### src/rtl/pipe_ctrl_pkg.sv
// Shared state encodings and stall patterns for the pipeline stall/flush controller.
package pipe_ctrl_pkg;

  localparam logic [1:0] ST_IDLE    = 2'd0;
  localparam logic [1:0] ST_MC_RUN  = 2'd1;
  localparam logic [1:0] ST_MC_DONE = 2'd2;

  // Stall vector layout {wb,mem,ex,id,if,pc}, bit0 = pc.
  localparam logic [5:0] STALL_NONE = 6'b000000;
  localparam logic [5:0] STALL_ID   = 6'b000111;
  localparam logic [5:0] STALL_EX   = 6'b001111;

  function automatic logic [5:0] single_cycle_stall(input logic req_id, input logic req_ex);
    logic [5:0] pat;
    if (req_ex) begin
      pat = STALL_EX;
    end else if (req_id) begin
      pat = STALL_ID;
    end else begin
      pat = STALL_NONE;
    end
    return pat;
  endfunction

endpackage

### src/rtl/pipe_ctrl.sv
// Pipeline stall/flush controller: single-cycle hazard stalls, multi-cycle EX ops
// (div/madd) with cancel, pipeline flush, and a saturating stall-cycle counter.
module pipe_ctrl
  import pipe_ctrl_pkg::*;
#(
  parameter int CNT_W   = 6,
  parameter int STALL_W = 6
) (
  input  logic               clk,
  input  logic               rst,
  input  logic               stallreq_id,
  input  logic               stallreq_ex,
  input  logic               mc_start,
  input  logic [CNT_W-1:0]   mc_cycles,
  input  logic               mc_cancel,
  input  logic               flush_req,
  output logic [STALL_W-1:0] stall,
  output logic               flush,
  output logic               mc_busy,
  output logic               mc_done,
  output logic [31:0]        stall_cnt
);

  logic [1:0]       state_q, state_d;
  logic [CNT_W-1:0] count_q, count_d;
  logic [31:0]      stall_cnt_q, stall_cnt_d;
  logic [CNT_W-1:0] load_s;
  logic [5:0]       stall_s;
  logic             flush_s;
  logic             busy_s;
  logic             done_s;

  // Next-state, counter and unguarded output decode; flush wins over cancel, cancel over start.
  always_comb begin
    state_d = state_q;
    count_d = count_q;
    stall_s = single_cycle_stall(stallreq_id, stallreq_ex);
    flush_s = 1'b0;
    busy_s  = 1'b0;
    done_s  = 1'b0;
    // A zero length is treated as a one-cycle op.
    if (mc_cycles == {CNT_W{1'b0}}) begin
      load_s = {CNT_W{1'b0}};
    end else begin
      load_s = mc_cycles - CNT_W'(1);
    end

    if (flush_req) begin
      flush_s = 1'b1;
      stall_s = STALL_NONE;
      busy_s  = (state_q == ST_MC_RUN);
      state_d = ST_IDLE;
      count_d = {CNT_W{1'b0}};
    end else begin
      case (state_q)
        ST_IDLE: begin
          if (mc_start && !mc_cancel) begin
            stall_s = STALL_EX;
            busy_s  = 1'b1;
            count_d = load_s;
            state_d = (load_s == {CNT_W{1'b0}}) ? ST_MC_DONE : ST_MC_RUN;
          end else begin
            state_d = ST_IDLE;
          end
        end
        ST_MC_RUN: begin
          busy_s = 1'b1;
          if (mc_cancel) begin
            state_d = ST_IDLE;
            count_d = {CNT_W{1'b0}};
          end else begin
            stall_s = STALL_EX;
            count_d = count_q - CNT_W'(1);
            state_d = (count_q <= CNT_W'(1)) ? ST_MC_DONE : ST_MC_RUN;
          end
        end
        ST_MC_DONE: begin
          done_s  = !mc_cancel;
          state_d = ST_IDLE;
          count_d = {CNT_W{1'b0}};
        end
        default: begin
          state_d = ST_IDLE;
          count_d = {CNT_W{1'b0}};
        end
      endcase
    end

    if (stall_s[0] && (stall_cnt_q != 32'hFFFF_FFFF)) begin
      stall_cnt_d = stall_cnt_q + 32'd1;
    end else begin
      stall_cnt_d = stall_cnt_q;
    end
  end

  // FSM, op counter and stall-cycle counter state.
  always_ff @(posedge clk or negedge rst) begin
    if (!rst) begin
      state_q     <= ST_IDLE;
      count_q     <= {CNT_W{1'b0}};
      stall_cnt_q <= 32'd0;
    end else begin
      state_q     <= state_d;
      count_q     <= count_d;
      stall_cnt_q <= stall_cnt_d;
    end
  end

  // Outputs are held quiet while reset is low, even with requests pending.
  always_comb begin
    if (rst) begin
      stall   = STALL_W'(stall_s);
      flush   = flush_s;
      mc_busy = busy_s;
      mc_done = done_s;
    end else begin
      stall   = {STALL_W{1'b0}};
      flush   = 1'b0;
      mc_busy = 1'b0;
      mc_done = 1'b0;
    end
    stall_cnt = stall_cnt_q;
  end

endmodule

### config.mk
export PLATFORM = sky130hd
export DESIGN_NAME = pipe_ctrl
export DESIGN_NICKNAME = d
export VERILOG_FILES = /design/src/rtl/pipe_ctrl_pkg.sv /design/src/rtl/pipe_ctrl.sv
export SDC_FILE = /design/constraint.sdc
export NUM_CORES = 1
export LEC_CHECK = 0
export BUFFER_PORTS_ARGS = -buffer_cell sky130_fd_sc_hd__buf_4
export CORE_MARGIN = 2
export CORE_UTILIZATION = 54
export DETAILED_ROUTE_END_ITERATION = 7
export PLACE_DENSITY = 0.78
export SLEW_MARGIN = 15
export SYNTH_ARGS = -nofsm -noshare
export SYNTH_HDL_FRONTEND = slang
export SYNTH_SLANG_ARGS = --single-unit
### constraint.sdc
create_clock -name clk -period 2.8 [get_ports clk]
set_input_delay 0.56 -clock clk [delete_from_list [all_inputs] [get_ports clk]]
set_output_delay 0.56 -clock clk [all_outputs]
set_load 0.1 [all_outputs]
==> flow_summary.toml, run 1 <==
[grt]
grt_pass1_wl_microns = 9020
grt_max_degree = 20
grt_pass1_vias = 1892
antenna_found_initial = 0
grt-ovfl-total = 0
grt_usage_pct = 23.0

[power_and_ir_drop]
clkPwrFrac_pct = 22.4
p_sw_uw = 815
power_density_mw_per_mm2 = 628
sequentialPowerShare_pct = 39.3
power.internal_uw = 1000
total_power_uw = 1820
peakVddDrop_mv = 0.860
comb_power_share_pct = 38.3
swShare_pct = 44.8
p_leak_uw = 0.00132

[setup_path]
r2r-end = "stall_cnt[19]$_DFFE_PN0P_"
worstSetupStartpointType = "register"
crit_fanout = 6
reg2regPathDepth = 5
arrival_ps = 1690
required_ps = 2240
endpoint_kind = "output pin"
rr_startpoint = "stall_cnt[20]$_DFFE_PN0P_"
crit_type = "register to output pin"
reg2reg_slack_ps = 560

[die]
initial_utilization_pct = 55.2
die-width_microns = 70.0
die_h_microns = 70.0
core_sq_mm = 0.00426
io_pins = 54
fp-row-count = 24
dieArea_sq_mm = 0.00490

[sta]
fin_crit_sh_pct = 80.4
worst_pin_slew_ps = 724
timing.fmax_mhz = 444
grt_setup_unrepaired = "no"
layout_min_cycle_time_ps = 2250
slew_headroom_pct = 51.3
slew_violations = 0
setup_viol = 0
whs_ps = 73.1
worst_clock_skew_ps = 6.09
hold_violations = 0

[yosys]
async_flop_share_pct = 100
synthCells = 255
synth_cell_type_count = 45
synth_area_leaders = "dfrtp_1 (43%), xnor2_1 (8.6%), nand4_1 (3.7%)"
syn_avg_cell_area_sq_um = 9.23
synth_seq_cells = 40
ys_seq_area_share_pct = 42.5
syn_area_sq_mm = 0.00235
synth_top_area_cell = "dfrtp_1"
synth.top_cell.area_share_pct = 42.5
ys.flop_type = "dfrtp_1"
synth_edf_count = 0
yosysWarnings = 0

[final_layout]
nNetsFinal = 326
drive_gt1_share_pct = 25.2
multiInputGateArea_sq_mm = 0.00129
finalNonFillerCells = 362
design_area_sq_mm = 0.00290
fill_cells = 378
seqCellArea_sq_mm = 0.00100
area_growth_pct = 23.0
antennaDiodeCount = 0

[clocking]
root_buffer = "clkbuf_8"
cts_tree = "done"
cts_made_buffers = 5
htreeDepth = 2
clock_sinks = 40
hold_buffers = 0
cts_repair_resize_count = 0
clkLatencyLatePin_ps = 300
clockBufferDepth = 2
cts_setup_buffers = 0
clk_pin_slew_ps = 80

[routing]
vias_per_cell = 5.69
drtIter0Drc = 172
ant_nets = 0
first_pass_iters = 4
wl_per_cell_microns = 14.5
drcViolationCount = 0
totalWireLength_microns = 5260
vias = 2060

[place]
placed_cells = 354
port_buffers = 51
gp_congestion = 0.830
dpl_cell_area_sq_mm = 0.00280
place_hpwl_microns = 4100

[status]
status = "complete, no violations"

[flow_run]
maxCapViolations = 0

[worst_hold_path]
hp-class = "input pin to asynchronous set/reset pin"
power groups by stage:
stage                     logic [uW]  registers [uW]  clock network, uW
final                            697             715                407
after global routing             732             725                438
after CTS                        701             713                410
after detailed placement         700             723                  0
after global placement           696             722                  0
after floorplan                  210            1050                  0
registers in the layout, indices dropped and copies added, names as in the netlist:
signal and cells:
count_q 6, stall_cnt 32, state_q 2
critical path, stage by stage (launching register included):
cell and delay (ps):
dfrtp_1 450, nor2_1 110, o31a_1 340, nor2_2 180, buf_4 310
cells by family (layout without fill, tap and decap cells):
logic type	Yosys count	after routing	synth area share, %
AOI/OAI and AO/OA	26	26	7.87
xor gates and xnor gates	32	32	11.9
adders and majority gates	4	4	2.13
buffers and inverters	17	71	3.35
DFF	40	40	42.5
muxes	4	4	1.86
other	1	2	0.159
and+or+nand+nor	131	131	30.2
routing by layer:
layer / vias up / wire [microns] / track usage (%)
li1: 1018 / - / -
met2: 67 / 2500 / 36.5
met4: 0 / 68 / 6.84
met1: 968 / 2400 / 31.4
met3: 7 / 285 / 5.34
met5: - / 0 / 0
area by class of cell:
type	count	area share, %
multi-input combinational	199	44.6
tap	52	2.25
clock inverter	2	0.346
clock buffer	6	2.85
sequential	40	34.7
inverter	8	1.04
timing repair buffer	55	14.3
cells in the final DEF (no fill, tap or decap), types with 2 or more instances in the layout:
master and instances:
mux2_2 3, o21ai_0 5, xor2_1 9, xnor2_1 23
nand3_1 15, ha_1 4, o31ai_1 3, inv_1 8
nor3_1 17, conb_1 2, nand2_1 23, or3_1 4
dfrtp_2 2, nor2b_1 2, dfrtp_1 38, clkinv_2 2
and2_1 3, a21oi_1 3, clkbuf_8 6, nand2b_1 6
nand4_1 14, nor2_1 21, nor4_1 8, and3_1 4
or2_2 2, buf_4 55, a22oi_1 3, a211oi_1 3
cell usage after synthesis, drive strengths merged (5+ instances only):
library cell  number
nor3              17
nor2              22
clkbuf             5
dfrtp             40
xor2               9
nand3             15
nand4             15
inv                8
nand2b             6
xnor2             23
nor4               9
nand2             23
o21ai              5
worst max-delay path by stage:
stage | start | endpoint | slack (ps)
3_5_place_dp | stall_cnt[20]$_DFFE_PN0P_ | stall_cnt[19]$_DFFE_PN0P_ | 620
4_1_cts | state_q[0]$_DFF_PN0_ | stall[0] | 550
2_1_floorplan | flush_req | mc_done | -200
3_3_place_gp | mc_cancel | stall[2] | 670
5_1_grt | stall_cnt[20]$_DFFE_PN0P_ | stall_cnt[19]$_DFFE_PN0P_ | 380
6_report | state_q[0]$_DFF_PN0_ | stall[0] | 550
stage by stage:
stage / util, % / setup TNS (ps) / setup WS, ps
6_report: 67.9 / 0 / 549
5_1_grt: 67.9 / 0 / 382
4_1_cts: 67.9 / 0 / 549
3_5_place_dp: 65.7 / 0 / 623
3_3_place_gp: 65.7 / 0 / 666
2_1_floorplan: - / -199 / -199
Power figures use the tool's default switching activity.
==> run 2: changes to the inputs <==
- clock period: 2.8 -> 2.2 ns (I/O delays scaled with it)
==> flow_summary.toml, run 2 (synthesized netlist as in run 1, its figures left out) <==
[status]
status = "complete, no violations"

[sta]
grt_setup_unrepaired = "no"
worst_pin_slew_ps = 633
slew_violations = 0
hold_violations = 0
setup_viol = 0
slew_headroom_pct = 57.7
timing.fmax_mhz = 469
fin_crit_sh_pct = 96.8
worst_clock_skew_ps = 6.04
finalSetupTns_ps = 0
layout_min_cycle_time_ps = 2130

[grt]
grt_max_degree = 23
grt_pass1_wl_microns = 9200
grt_usage_pct = 23.4
antenna_found_initial = 0
grt-ovfl-total = 0
grt_pass1_vias = 2003

[clocking]
root_buffer = "clkbuf_8"
hold_buffers = 1
htreeDepth = 2
cts_setup_buffers = 0
cts_made_buffers = 5
clockBufferDepth = 2
clock_sinks = 40
cts_repair_resize_count = 0
clk_pin_slew_ps = 80
cts_tree = "done"
clkLatencyLatePin_ps = 290

[routing]
wl_per_cell_microns = 14.8
drtIter0Drc = 104
ant_nets = 0
totalWireLength_microns = 5440
drcViolationCount = 0
vias = 2108
first_pass_iters = 6
vias_per_cell = 5.74

[final_layout]
seqCellArea_sq_mm = 0.00106
drive_gt1_share_pct = 37.5
largest_reg_flops = 32
final_cell_mix = "buf_4 (59), dfrtp_2 (25), nand2_1 (23), xnor2_1 (23), nor2_1 (20)"
area_growth_pct = 32.7
utilization_pct = 73.2
antennaDiodeCount = 0
multiInputGateArea_sq_mm = 0.00139
fill_cells = 316
final_common_cell = "buf_4"
nNetsFinal = 331

[setup_path]
cp.buffers_inverters = 1
worstSetupStartpointType = "register"
required_ps = 1760
crit_chain = "nor2_1, o31a_1, nor2_4, buf_4"
crit_type = "register to output pin"
endpoint_kind = "output pin"
arrival_ps = 1690
critPathTopFamily = "flip-flops"
crit_fanout = 6
cp_slowest_stage_delay_ps = 460
crit_slowest_cell = "dfrtp_1"

[power_and_ir_drop]
peakVddDrop_mv = 1.06
power_density_mw_per_mm2 = 804
p_leak_uw = 0.00136

[die]
initial_utilization_pct = 55.2
fp-row-count = 24
dieArea_sq_mm = 0.00490
io_pins = 54
core_sq_mm = 0.00426
die-width_microns = 70.0
die_h_microns = 70.0

[worst_hold_path]
hp-class = "input pin to asynchronous set/reset pin"

[place]
gp_congestion = 0.825
port_buffers = 51
place_hpwl_microns = 4120

[flow_run]
maxCapViolations = 0
## run 2: path summary, 6_finish.rpt
kind	from	end	slack, ps	cells after the start
max	state_q[0]$_DFF_PN0_	stall[2]	70	4
min	rst	state_q[1]$_DFF_PN0_	120	2
max reg2reg	stall_cnt[0]$_DFFE_PN0P_	stall_cnt[16]$_DFFE_PN0P_	110	6
min reg2reg	stall_cnt[19]$_DFFE_PN0P_	stall_cnt[19]$_DFFE_PN0P_	490	1
max in group asynchronous	rst	stall_cnt[0]$_DFFE_PN0P_	1450	2
min in group clk	flush_req	stall_cnt[24]$_DFFE_PN0P_	480	4
## run 2: cell type report
type	instances	share of cell area, %
clock inverters	1	0.962
repair buffers	60	14.5
multi-input cells	199	44.5
flip-flops and latches	40	33.9
inverters	8	0.962
well taps	52	2.08
clock buffers	7	3.08
## run 2: metrics by stage
step           cells  total power [uW]  instance area [sq um]  worst slack [ps]  hold WS (ps)
4_1_cts          367              2530                   3120              56.9           119
3_5_place_dp     358              1860                   2990               142           257
6_report         367              2510                   3120              69.7           119
5_1_grt          367              2620                   3120              9.08           126
2_1_floorplan    256              1650                   2540             -88.7           144
3_3_place_gp     358              1850                   2990               166           259
## run 2: where the power goes
part / internal [uW] / leakage [uW] / switching, uW
sequential: 828 / 0.000483 / 110
clock: 400 / 0.0000645 / 260
combinational: 231 / 0.000809 / 682
total: 1460 / 0.00136 / 1050
## run 2: per-layer routing
| metal | part of all wire (%) | global-route usage (%) | vias up |
|---|---|---|---|
| met3 | 5.3 | 6.35 | 8 |
| met5 | 0 | 0 | - |
| met4 | 1.5 | 9.19 | 0 |
| met1 | 45 | 29.8 | 1005 |
| met2 | 49 | 37.8 | 66 |
| li1 | - | - | 1029 |
==> run 3: changes to the inputs <==
- ABC_AREA: default -> 1
- CORE_UTILIZATION: 54 -> 43
- PLACE_DENSITY: 0.78 -> 0.62
==> flow_summary.toml, run 3 <==
[final_layout]
seqCellArea_sq_mm = 0.00100
finalNonFillerCells = 598
fill_cells = 683
final_cell_mix = "nand2_1 (207), buf_4 (57), nor2_1 (43)"
final_common_cell = "nand2_1"
antennaDiodeCount = 0
nNetsFinal = 534
drive_gt1_share_pct = 19.9
utilization_pct = 53.8
design_area_sq_mm = 0.00363
largest_reg_flops = 32
area_growth_pct = 22.0
multiInputGateArea_sq_mm = 0.00174

[power_and_ir_drop]
total_power_uw = 2140
p_sw_uw = 908
peakVddDrop_mv = 0.255
sequentialPowerShare_pct = 40.5
clkPwrFrac_pct = 24.7
swShare_pct = 42.4
p_leak_uw = 0.00187
power_density_mw_per_mm2 = 590
comb_power_share_pct = 34.7
power.internal_uw = 1230

[yosys]
ys.flop_type = "dfrtp_1"
yosysMostFrequentCell = "nand2_1"
synthCells = 458
syn_area_sq_mm = 0.00298
synth_common_cells = "nand2_1 (210), nor2_1 (43), inv_1 (42), dfrtp_1 (40), xor2_1 (14)"
synth.top_cell.area_share_pct = 33.6
synth_cell_type_count = 30
synth_edf_count = 0
yosysWarnings = 0
synth_top_area_cell = "dfrtp_1"
synth_seq_cells = 40
synth_area_leaders = "dfrtp_1 (34%), nand2_1 (26%), nor2_1 (5.4%)"
async_flop_share_pct = 100
ys_seq_area_share_pct = 33.6
syn_avg_cell_area_sq_um = 6.50

[routing]
drtIter0Drc = 192
drcViolationCount = 0
vias_per_cell = 4.94
wl_per_cell_microns = 12.9
first_pass_iters = 4
totalWireLength_microns = 7720
ant_nets = 0
vias = 2957

[sta]
layout_min_cycle_time_ps = 2190
whs_ps = 264
slew_violations = 0
slew_headroom_pct = 53.7
worst_pin_slew_ps = 693
hold_violations = 0
setup_viol = 0
fin_crit_sh_pct = 99.4
grt_setup_unrepaired = "yes"
worst_clock_skew_ps = 8.62
timing.fmax_mhz = 457

[setup_path]
crit_fanout = 3
critPathLaunch = "state_q[1]$_DFF_PN0_"
endpoint_kind = "output pin"
worstSetupStartpointType = "register"
rr_startpoint = "stall_cnt[0]$_DFFE_PN0P_"
crit_type = "register to output pin"
arrival_ps = 1750
reg2reg_slack_ps = 210
crit_chain = "inv_2, nand2_4, nor2_4, nor3_4, nand2_1, nand2_2, inv_2, nand2_2, clkinvlp_4, buf_12"
crit_slowest_cell = "dfrtp_1"
cp_slowest_stage_delay_ps = 410
reg2regPathDepth = 10
required_ps = 1760
critPathCapture = "stall[0]"
r2r-end = "stall_cnt[7]$_DFFE_PN0P_"

[worst_hold_path]
hp-class = "input pin to asynchronous set/reset pin"

[clocking]
clkLatencyLatePin_ps = 300
clock_sinks = 40
cts_made_buffers = 5
clk_pin_slew_ps = 80
cts_tree = "done"
htreeDepth = 2
clockBufferDepth = 2
hold_buffers = 0
root_buffer = "clkbuf_8"

[place]
place_hpwl_microns = 5920
port_buffers = 51
dpl_cell_area_sq_mm = 0.00345
placed_cells = 585
gp_congestion = 0.905

[die]
fp-row-count = 30
die_h_microns = 87.2
core_sq_mm = 0.00676
initial_utilization_pct = 44.1
io_pins = 54
dieArea_sq_mm = 0.00761
die-width_microns = 87.2

[grt]
antenna_found_initial = 0
grt-ovfl-total = 0
grt_max_degree = 41
grt_pass1_vias = 2740
grt_pass1_wl_microns = 13000
grt_usage_pct = 21.8

[status]
status = "complete, no violations"

[flow_run]
maxCapViolations = 0
[run 3: cell types whose count changed in the layout (fill, tap and decap cells not counted), moves of 8 or more]
cell	change
xnor2_1	-17
nor2_1	+23
inv_1	+33
dfrtp_2	-23
nand2_1	+184
dfrtp_1	+30
nand3b_1	+12
nor3_1	-8
[run 3: what timing repair did]
item	CTS	global route
setup buffers	0	5
pin swaps	0	5
gates resized for setup	0	13
setup endpoints to repair	3	3
endpoints found under the hold margin	0	0
[run 3: worst min path at each step]
stage,start,end,depth (start not counted)
CTS,rst,stall_cnt[6]$_DFFE_PN0P_,2
global placement,stall_cnt[1]$_DFFE_PN0P_,stall_cnt[1]$_DFFE_PN0P_,2
floorplan,rst,count_q[0]$_DFFE_PN0P_,0
global route,rst,stall_cnt[6]$_DFFE_PN0P_,2
detailed placement,stall_cnt[1]$_DFFE_PN0P_,stall_cnt[1]$_DFFE_PN0P_,2
finish,rst,stall_cnt[9]$_DFFE_PN0P_,2
[run 3: kinds of logic after synthesis]
family	count (synthesis)	share of synthesized area [%]
AOI/OAI and AO/OA	20	3.99
xor gates and xnor gates	20	5.88
adders and majority gates	4	1.68
buffers and inverters	59	9.49
DFF	40	33.6
other	1	0.126
and+or+nand+nor	314	45.2
[run 3: power by group through the flow]
| stage | Combinational, uW | Clock, uW | Sequential, uW |
|---|---|---|---|
| 6_report | 744 | 530 | 869 |
| 3_5_place_dp | 722 | 0 | 883 |
| 4_1_cts | 724 | 541 | 869 |
| 5_1_grt | 799 | 586 | 879 |
| 3_3_place_gp | 716 | 0 | 879 |
| 2_1_floorplan | 308 | 0 | 1130 |
[run 3: area by class of cell]
class | instances | share of cell area [%]
sequential | 40 | 27.6
clock inverter | 2 | 0.275
timing repair buffer | 61 | 14.0
multi-input combinational | 360 | 47.9
inverter | 49 | 5.20
clock buffer | 6 | 2.27
tap | 80 | 2.75
[run 3: metal layers]
metal / part of all wire (%) / up-vias / track usage, %
met5: 0 / - / 0
met4: 2.0 / 0 / 7.55
met3: 4.7 / 13 / 2.84
met2: 46 / 89 / 35.0
met1: 47 / 1324 / 30.2
li1: - / 1531 / -
[run 3: metrics by stage]
stage	setup WS [ps]	TNS, ps
after floorplan	-164	-352
after global placement	170	0
after detailed placement	159	0
after CTS	-47.6	-140
after global routing	-92.2	-272
final	12.2	0
[run 3: critical path: cells and delay by family, from the launching register on]
kind	cells	cell delay (ps)
buffers and inverters	4	500
DFF	1	410
and+or+nand+nor	6	540
